==> src/rtl/adc_scan_ctrl.sv <==
// Multi-channel scan sequencer for a start/end-of-conversion ADC (sc, eoc, oe).
// Define ADC_TIMEOUT_EN to add the eoc wait timeout and the sticky timeout_err flag.
module adc_scan_ctrl #(
    parameter int NUM_CH  = 4,
    parameter int CH_W    = 2,
    parameter int DATA_W  = 8,
    parameter int SETTLE  = 2,
    parameter int TIMEOUT = 255
) (
    input  logic              clk,
    input  logic              reset,
    input  logic              go,
    input  logic              continuous,
    input  logic [NUM_CH-1:0] ch_mask,
    input  logic              eoc,
    input  logic [DATA_W-1:0] adc_data,
    output logic              sc,
    output logic              oe,
    output logic [CH_W-1:0]   ch_sel,
    output logic [DATA_W-1:0] data_out,
    output logic [CH_W-1:0]   data_ch,
    output logic              data_valid,
    output logic              busy,
    output logic              done,
    output logic              timeout_err
);

    if (SETTLE < 1 || SETTLE > 15 || TIMEOUT < 1 || NUM_CH < 2 || NUM_CH > 16 ||
        CH_W != $clog2(NUM_CH)) begin : g_param_check
        $error("adc_scan_ctrl: illegal parameter combination");
    end

    typedef enum logic [2:0] {
        S_IDLE,
        S_SETTLE,
        S_START,
        S_WAIT,
        S_READ,
        S_NEXT
    } state_t;

    state_t            state, state_n;
    logic [NUM_CH-1:0] mask_q;
    logic [3:0]        settle_cnt;
    logic              done_set;
    logic              ch_load;
    logic [CH_W-1:0]   ch_n;
    logic [CH_W-1:0]   first_go;
    logic [CH_W-1:0]   first_q;
    logic [CH_W-1:0]   higher_ch;
    logic              has_higher;

`ifdef ADC_TIMEOUT_EN
    localparam int TMO_W = $clog2(TIMEOUT + 1);
    logic [TMO_W-1:0] wait_cnt;
    logic             tmo_hit;
`endif

    // Descending scan so the last match wins: yields the lowest qualifying channel.
    always_comb begin
        first_go   = '0;
        first_q    = '0;
        higher_ch  = '0;
        has_higher = 1'b0;
        for (int i = NUM_CH - 1; i >= 0; i--) begin
            if (ch_mask[i]) first_go = CH_W'(i);
            if (mask_q[i])  first_q  = CH_W'(i);
            if (mask_q[i] && i > int'(ch_sel)) begin
                higher_ch  = CH_W'(i);
                has_higher = 1'b1;
            end
        end
    end

    always_ff @(posedge clk or negedge reset) begin
        if (!reset) state <= S_IDLE;
        else        state <= state_n;
    end

    always_comb begin
        // NOTE: every signal gets a default first so no path leaves one unassigned (no latch).
        state_n  = state;
        done_set = 1'b0;
        ch_load  = 1'b0;
        ch_n     = ch_sel;
`ifdef ADC_TIMEOUT_EN
        tmo_hit  = 1'b0;
`endif
        case (state)
            S_IDLE: begin
                if (go) begin
                    if (|ch_mask) begin
                        state_n = S_SETTLE;
                        ch_load = 1'b1;
                        ch_n    = first_go;
                    end else begin
                        done_set = 1'b1;
                    end
                end
            end
            S_SETTLE: begin
                if (settle_cnt == 4'(SETTLE - 1)) state_n = S_START;
            end
            S_START: state_n = S_WAIT;
            S_WAIT: begin
                if (eoc) begin
                    state_n = S_READ;
                end
`ifdef ADC_TIMEOUT_EN
                else if (wait_cnt == TMO_W'(TIMEOUT - 1)) begin
                    state_n  = S_IDLE;
                    done_set = 1'b1;
                    tmo_hit  = 1'b1;
                end
`endif
            end
            S_READ: state_n = S_NEXT;
            S_NEXT: begin
                if (has_higher) begin
                    state_n = S_SETTLE;
                    ch_load = 1'b1;
                    ch_n    = higher_ch;
                end else if (continuous && go) begin
                    state_n = S_SETTLE;
                    ch_load = 1'b1;
                    ch_n    = first_q;
                end else begin
                    state_n  = S_IDLE;
                    done_set = 1'b1;
                end
            end
            default: state_n = S_IDLE;
        endcase
    end

    // NOTE: registers update with <= so every flop samples pre-edge values.
    always_ff @(posedge clk or negedge reset) begin
        if (!reset) begin
            // NOTE: the latched mask is reset too, so no scan can ever start from X channels.
            mask_q     <= '0;
            ch_sel     <= '0;
            data_out   <= '0;
            data_ch    <= '0;
            settle_cnt <= '0;
            done       <= 1'b0;
        end else begin
            done <= done_set;
            if (state == S_IDLE && go) mask_q <= ch_mask;
            if (ch_load) ch_sel <= ch_n;
            if (state == S_READ) begin
                data_out <= adc_data;
                data_ch  <= ch_sel;
            end
            if (state == S_SETTLE && state_n == S_SETTLE) settle_cnt <= settle_cnt + 4'd1;
            else                                          settle_cnt <= '0;
        end
    end

`ifdef ADC_TIMEOUT_EN
    always_ff @(posedge clk or negedge reset) begin
        if (!reset) begin
            wait_cnt    <= '0;
            timeout_err <= 1'b0;
        end else begin
            if (state == S_WAIT && state_n == S_WAIT) wait_cnt <= wait_cnt + 1'b1;
            else                                      wait_cnt <= '0;
            if (state == S_IDLE && go) timeout_err <= 1'b0;
            else if (tmo_hit)          timeout_err <= 1'b1;
        end
    end
`else
    assign timeout_err = 1'b0;
`endif

    // Strobes decode straight from the state so an async reset clears them at once.
    assign sc         = (state == S_START);
    assign oe         = (state == S_READ);
    assign data_valid = (state == S_NEXT);
    assign busy       = (state != S_IDLE);

endmodule

==> config.mk <==
export PLATFORM = sky130hd
export DESIGN_NAME = adc_scan_ctrl
export DESIGN_NICKNAME = d
export VERILOG_FILES = /design/src/rtl/adc_scan_ctrl.sv
export SDC_FILE = /design/constraint.sdc
export NUM_CORES = 1
export LEC_CHECK = 0
export BUFFER_PORTS_ARGS = -buffer_cell sky130_fd_sc_hd__buf_2
export CORE_UTILIZATION = 35
export DETAILED_ROUTE_END_ITERATION = 6
export PLACE_DENSITY = 0.6
export SLEW_MARGIN = 20
export SYNTH_ARGS = -nofsm -noshare
export SYNTH_HDL_FRONTEND = slang
export SYNTH_SLANG_ARGS = --single-unit
==> constraint.sdc <==
create_clock -name clk -period 1.53 [get_ports clk]
set_clock_uncertainty 0.05 [all_clocks]
set_input_delay 0.0765 -clock clk [delete_from_list [all_inputs] [get_ports clk]]
set_output_delay 0.0765 -clock clk [all_outputs]
set_load 0.02 [all_outputs]
Word level (Yosys, flattened, before mapping)
Cells that the tools add are included.

Add/sub/neg operators: 1. $lt $le $gt $ge: 3. Equal/unequal tests: 10. Multiplexer cells: 37. Reduce and logical (&&, ||, !) cells: 11.

Operator list (count): 2-bit 2-to-1 mux (15); 3-bit one-hot mux with 6 select lines (1); 1-bit 2-to-1 mux (13); 3-bit 2-to-1 mux (4); 3-bit by 1-bit == test with 1-bit output, second input constant (2); 3-bit by 2-bit == test with 1-bit output, second input constant (2); 3-bit == test, second input constant (2); 1-bit logical AND (6); 5-bit AND reduction (1); 4-bit by 1-bit adder with 4-bit output, second input constant (1); 4-bit by 1-bit == test with 1-bit output, second input constant (1); 2-bit > comparator, first input constant (2); 4-bit 2-to-1 mux (1); 2-bit inequality test, second input constant (2); 1-bit one-hot mux with 2 select lines (2); 2-bit one-hot mux with 2 select lines (1); 4-bit OR reduction (1); 3-bit zero test (1); 3-bit by 1-bit inequality test with 1-bit output, second input constant (1); 3-bit nonzero test (1); 1-bit by 2-bit > comparator with 1-bit output, first input constant (1); 2-bit nonzero test (1).

Flip-flop bits (word level): 24. Bits of input ports: 17. Word-level logic and storage cells: 69.

Longest topological paths before layout
Gate-level depths: netlist of run 1.

Word-level depth: 10. Gate-level depth with buffers: 7.

Least setup slack after synthesis of run 1
Ideal clock, no wire load.

Path type: reg-to-reg. Start: reg ch_sel[0]. End: reg ch_sel[0]. Arrival: 1.388 ns. Required time: 1.355 ns. Path slack: -0.033 ns. Stages on the path, launching flop included: 5. Buffers on the path: 0. Cell sequence: dfrtp_1 -> nor3b_1 -> a211oi_2 -> o22ai_2 -> mux2_2.

Longest elaborated chain between the ends: 8. Elaborated cells on any way between the ends: 18. Classes of those cells: order compare (3); eq/ne (1); mux (10); reduce/logical (4).

Ends and longest elaborated chain: start, declared (line 19) `output logic [CH_W-1:0] ch_sel,`; start signal, assigned (line 149) `if (ch_load) ch_sel <= ch_n;`; 2-bit > comparator (line 68) `if (mask_q[i] && i > int'(ch_sel)) begin`; 1-bit logical AND (line 68); 1-bit 2-to-1 mux (3 in a row) (line 68); 1-bit 2-to-1 mux (line 119) `if (has_higher) begin`; 1-bit one-hot mux with 2 select lines (line 89) `case (state)`; 5-bit AND reduction (no source line).

Parallel ways exist; a longest one is shown, timed or not. A chain may end at the register's enable or synchronous reset.

Worst setup path in the final report of run 1
Start: reg mask_q[2]. End: reg ch_sel[1].

Longest elaborated chain between the ends: 6. Elaborated cells on any way between the ends: 15. Classes of those cells: eq/ne (1); mux (12); reduce/logical (2).

Ends and longest elaborated chain: start, declared (line 43) `logic [NUM_CH-1:0] mask_q;`; start signal, assigned (line 148) `if (state == S_IDLE && go) mask_q <= ch_mask;`; 1-bit logical AND / 2-bit 2-to-1 mux (equally long branches) (line 68, 67); 1-bit 2-to-1 mux / 2-bit 2-to-1 mux (equally long branches) (2 in a row) (line 68, 67); 1-bit 2-to-1 mux / 2-bit 2-to-1 mux (equally long branches) (line 119, 123); 1-bit one-hot mux with 2 select lines / 2-bit 2-to-1 mux (equally long branches) (line 89, 119); 5-bit AND reduction (no source line) / 2-bit one-hot mux with 2 select lines (equally long branches).

Parallel ways exist; a longest one is shown, timed or not. The select of a mux whose other input is x is not followed.

==> impl_metrics.ini, run 1 <==
[status]
status = complete, but fails checks
violations = setup timing

[routing]
viasPerCell = 4.53
wl_um = 2330
wl_per_cell_um = 11.7
drc = 0
first_pass_iters = 4
postRouteAntennaNets = 0
route.vias.total = 905
drt_iter0_drc = 34

[synth]
synth_seq_cells = 24
ys_seq_area_share_pct = 52.5
synth_cell_type_count = 33
syn_area_um2 = 1140
syn_nets = 115
yosys_warnings = 0
avgSynthCellArea_um2 = 11.9
synthesis.instances = 96

[layout]
layout_commonest_cell = buf_2
drive_gt1_share_pct = 51.9
layout_common_cells = buf_2 (32), dfrtp_1 (21), buf_4 (17)
antenna_cells = 0
fin_nets = 177
areaGrowthSynthToFinish_pct = 42.0
design_area_um2 = 1620

[power_and_ir_drop]
p_leak_uw = 0.000815
finalPower_uw = 2800
ir_drop_mv = 0.943
power_density_nw_per_um2 = 1720

[floorplan]
die_w_um = 59.2
die_area_um2 = 3500
rows = 20
die_y_um = 59.2
fp.coreArea_um2 = 3080
io_pins = 35
start_util_pct = 37.2

[flow_run]
drv_cap = 0

[critical_path]
crit_fanout = 3
arrival_ps = 1670
r2r_setup_slack_ps = -5
timing.rr.start = mask_q[2]
startpoint_type = flop
endpoint_kind = flop
r2r_end = ch_sel[1]
reg2regPathDepth = 5
cp.required_ps = 1670
critical_path_class = reg -> reg

[placed_design]
dp_hpwl_um = 1680
buffer_ports.inserted = 33
gp_congestion = 0.907
place_area_um2 = 1430

[timing]
setup_ws_ps = -4.70
hold_viol_final = 0
slew_violations = 0
setup_viol = 1
finalCritPeriodShare_pct = 100
max_slew_margin_pct = 64.6
min_period_ps = 1530
worst_pin_slew_ps = 531
timing.fmax_mhz = 652
rsz0062_at_grt = yes

[grt]
grt_pass1_wl_um = 3870
grt.overflow.total = 0
grt_util_all_layers_pct = 15.1
antenna_found_initial = 0
grt_pass1_vias = 917
grt_max_degree = 25

[clock_network]
insertion_delay_ps = 300
cts_buffer_depth = 2
ctsRootBufferMaster = clkbuf_4
cts_max_level = 1
cts.clk_slew.worst_paths_ps = 110
cts.sinks = 24
cts_tree = built
numCtsBuffers = 3

[min_path]
min-delay-start = go
hp-class = in -> reg
hold_end = done
whs_path_depth = 2
layer usage:
layer  GRT usage, %  wire, um  up-vias
li1               -         -      461
met1           17.7      1050      422
met2           26.3      1160       20
met3           3.71       108        2
met4           6.12        16        0
met5              0         0        -
where the power goes:
group / internal [uW] / switching [uW] / total [uW] / leakage [uW]
Clock: 91.7 / 166 / 257 / 0.0000138
Sequential: 896 / 221 / 1120 / 0.000301
Combinational: 721 / 704 / 1420 / 0.000500
critical path, stage by stage, from the launching register on:
cell	delay, ps
dfrtp_1	420
nor2_2	150
o22ai_2	100
a211oi_2	250
o22ai_2	140
mux2_1	320
Yosys cell counts:
library cell | count | area share (%)
nand2_1 | 4 | 1.3
nand3_1 | 1 | 0.44
nor2_2 | 1 | 0.55
nor3b_1 | 3 | 2.0
dfrtp_1 | 24 | 53
o21bai_1 | 1 | 0.66
nor3b_2 | 1 | 1.1
mux2_2 | 14 | 14
o41ai_1 | 1 | 0.77
nor3_2 | 1 | 0.88
nor4_4 | 1 | 1.9
mux2_1 | 1 | 0.98
inv_1 | 6 | 2.0
nand2_2 | 1 | 0.55
conb_1 | 1 | 0.33
nand3b_1 | 1 | 0.66
ha_1 | 2 | 2.2
nor2b_1 | 1 | 0.55
xnor2_1 | 1 | 0.77
nor2_1 | 8 | 2.6
a21oi_1 | 4 | 1.8
or3_1 | 1 | 0.55
o22ai_1 | 2 | 1.1
xor2_1 | 1 | 0.77
o31a_1 | 1 | 0.77
o22ai_2 | 1 | 1.1
nand3b_2 | 1 | 0.98
nand2b_1 | 2 | 1.1
a211oi_2 | 1 | 1.1
buf_4 | 2 | 1.3
a32o_1 | 1 | 0.88
o21ai_0 | 4 | 1.8
nor3_1 | 1 | 0.44
state kept, by name (all words and copies together) (netlist names):
name / flops
data_out: 8
mask_q: 4
settle_cnt: 4
state: 3
ch_sel: 2
data_ch: 2
done: 1
repair_timing:
action                                  in CTS  in global routing
hold buffers                                 9                  0
hold endpoints to repair                    32                  0
gates resized for setup                      1                  7
pin swaps                                    1                  5
buffers inserted                             0                  7
endpoints found under the setup margin       2                  9
area by class of cell:
type | count | area [um^2]
Fill cell | 291 | 1450
Sequential cell | 24 | 604
Multi-Input combinational cell | 64 | 531
Timing Repair Buffer | 59 | 389
Tap cell | 44 | 55.1
Clock buffer | 3 | 22.5
Inverter | 6 | 22.5
logic make-up (layout without fill, tap and decap cells):
logic type / count (synthesis) / after routing / share of synthesized area, %
compound gates: 16 / 16 / 9.85
xor+xnor: 2 / 2 / 1.53
fa+ha+maj: 2 / 2 / 2.19
buf+inv: 8 / 68 / 3.28
flops: 24 / 24 / 52.5
mux: 15 / 15 / 14.8
other cells: 1 / 1 / 0.328
simple gates: 28 / 28 / 15.5
how the worst max path moves through the flow:
stage                    from   endpoint  slack [ps]  depth (start not counted)
floorplan           ch_sel[0]   state[0]           2                          4
global placement    mask_q[3]   state[0]           7                          5
detailed placement  mask_q[3]   state[0]         -20                          5
CTS                  state[1]         oe          20                          3
global route        mask_q[2]  ch_sel[1]        -100                          5
finish              mask_q[2]  ch_sel[1]          -5                          5
metrics by stage:
| step | instances | setup slack (ps) | utilization [%] | setup TNS, ps | hold slack [ps] |
|---|---|---|---|---|---|
| floorplan | 96 | 1.75 | - | 0 | -269 |
| global placement | 181 | 6.97 | 46.4 | 0 | 40.1 |
| detailed placement | 181 | -16.2 | 46.4 | -16.2 | 47.2 |
| CTS | 193 | 16.3 | 50.2 | 0 | 8.16 |
| global route | 200 | -101 | 52.8 | -379 | 5.29 |
| finish | 200 | -4.70 | 52.8 | -4.70 | 27.5 |
No activity file was read; power rests on OpenSTA's default activity.
==> inputs of run 2 (changes only) <==
CELL_PAD_IN_SITES_DETAIL_PLACEMENT = 2   (was unset)
CELL_PAD_IN_SITES_GLOBAL_PLACEMENT = 2   (was unset)
CORE_UTILIZATION = 28   (was 35)
PLACE_DENSITY = 0.75   (was 0.6)
==> run 2 against run 1 <==
Compared with the run above: the flow still finishes with violations (setup timing); hold slack improved by 36 ps; count of clock-buffer cells in the layout unchanged; flip-flop and latch count unchanged; first-iteration DRC count decreased by 88%; clock power increased by 120%; core utilization decreased by 7.1 points; power increased by 24%; global-route usage increased by 1.6 points; via count increased by 11%; sequential power about the same; critical path type unchanged; largest power group unchanged.
==> impl_metrics.ini, run 2 (same netlist as run 1, synthesis figures left out) <==
[power_and_ir_drop]
finalPower_uw = 3460
p_seq_share_pct = 32.9
clock_power_share_pct = 16.5
p_int_uw = 2140
combPwrFrac_pct = 50.6
p_switching_uw = 1320
ir_drop_mv = 0.668
power_density_nw_per_um2 = 1990
netSwitchingFraction_pct = 38.1
p_leak_uw = 0.000843

[clock_network]
cts_tree = built
numCtsBuffers = 3
cts.clk_slew.worst_paths_ps = 90
cts_buffer_depth = 2
ctsRootBufferMaster = clkbuf_8
cts_max_level = 1
cts.sinks = 24
insertion_delay_ps = 270

[timing]
setup_ws_ps = -125
timing.fmax_mhz = 604
hold_viol_final = 0
max_slew_margin_pct = 62.7
rsz0062_at_grt = yes
worst_pin_slew_ps = 559
holdWs_ps = 63.1
slew_violations = 0
finalCritPeriodShare_pct = 108
setup_viol = 4
min_period_ps = 1660

[routing]
wl_per_cell_um = 16.3
route.vias.total = 1003
viasPerCell = 4.82
first_pass_iters = 4
drt_iter0_drc = 4
postRouteAntennaNets = 0
drc = 0
wl_um = 3380

[placed_design]
gp_congestion = 0.787
buffer_ports.inserted = 33
dp_hpwl_um = 2160
dp_cells = 187

[layout]
drive_gt1_share_pct = 55.0
stdcell_count = 208
regMostFlops = data_out
largest_reg_flops = 8
reg_top3 = data_out (8), mask_q (4), settle_cnt (4)
fin_nets = 180
areaGrowthSynthToFinish_pct = 51.8
layout_commonest_cell = buf_2
layout_common_cells = buf_2 (33), dfrtp_1 (23), buf_4 (19)
antenna_cells = 0

[critical_path]
critical_path_class = reg -> reg
endpoint_kind = flop
arrival_ps = 1760
cp.required_ps = 1640
startpoint_type = flop
crit_fanout = 3

[grt]
grt_pass1_wl_um = 5330
antenna_found_initial = 0
grt_util_all_layers_pct = 16.7
grt_max_degree = 25
grt_pass1_vias = 1076
grt.overflow.total = 0

[floorplan]
rows = 22
fp.coreArea_um2 = 3800
start_util_pct = 30.1
die_area_um2 = 4340
die_w_um = 65.9
die_y_um = 65.9
io_pins = 35

[status]
status = complete, but fails checks
violations = setup timing

[flow_run]
drv_cap = 0

[min_path]
hp-class = in -> reg
==> run 2: area by class of cell <==
type / instances / area, um^2
Tap cell: 48 / 60.1
Fill cell: 394 / 2060
Clock buffer: 3 / 41.3
Inverter: 6 / 22.5
Multi-Input combinational cell: 64 / 562
Clock inverter: 1 / 30.0
Sequential cell: 24 / 602
Timing Repair Buffer: 62 / 418
==> run 2: layer usage <==
metal / GRT usage (%) / wire length, um
met1: 17.9 / 1340
met2: 32.5 / 1880
met3: 4.31 / 157
met4: 2.99 / 10
met5: 0 / 0
==> run 2: final timing paths <==
path	start	end	slack, ps	cells past startpoint
worst min-delay path	go	done	60	2
worst min register to register	data_out[4]	data_out[4]	460	1
worst max-delay path	mask_q[3]	state[0]	-130	5
max in group asynchronous	reset	state[2]	770	2
min in group asynchronous	reset	done	260	2
worst max register to register	mask_q[3]	state[0]	-130	5
==> run 2: through the flow <==
step / setup TNS (ps) / utilization, % / setup WS, ps / area (um^2)
6_report: -320 / 45.7 / -125 / 1740
5_1_grt: -655 / 45.7 / -213 / 1740
4_1_cts: -29.3 / 44.2 / -29.3 / 1680
3_5_place_dp: -96.6 / 38.5 / -96.6 / 1460
3_3_place_gp: 0 / 38.5 / 16.5 / 1460
2_1_floorplan: 0 / - / 1.75 / 1150
==> run 2: worst max-delay path: stages, from the launching register on <==
cell	delay [ps]
dfrtp_1	440
nor2_2	150
o22ai_2	110
a211oi_2	270
o22ai_2	160
or3_1	370
==> run 2: power groups by stage <==
stage | sequential, uW | combinational, uW | clock (uW)
after floorplan | 1280 | 658 | 0
after global routing | 1170 | 1900 | 612
after CTS | 1120 | 1580 | 576
final | 1140 | 1750 | 569
after detailed placement | 1120 | 1430 | 0
after global placement | 1100 | 1380 | 0
==> run 2: repair_timing <==
action / CTS / global route
endpoints found under the hold margin: 32 / 0
pin swaps: 1 / 8
setup endpoints to repair: 4 / 8
gates resized for setup: 6 / 6
cloned: 0 / 0
hold buffers: 9 / 0
setup buffers: 4 / 4
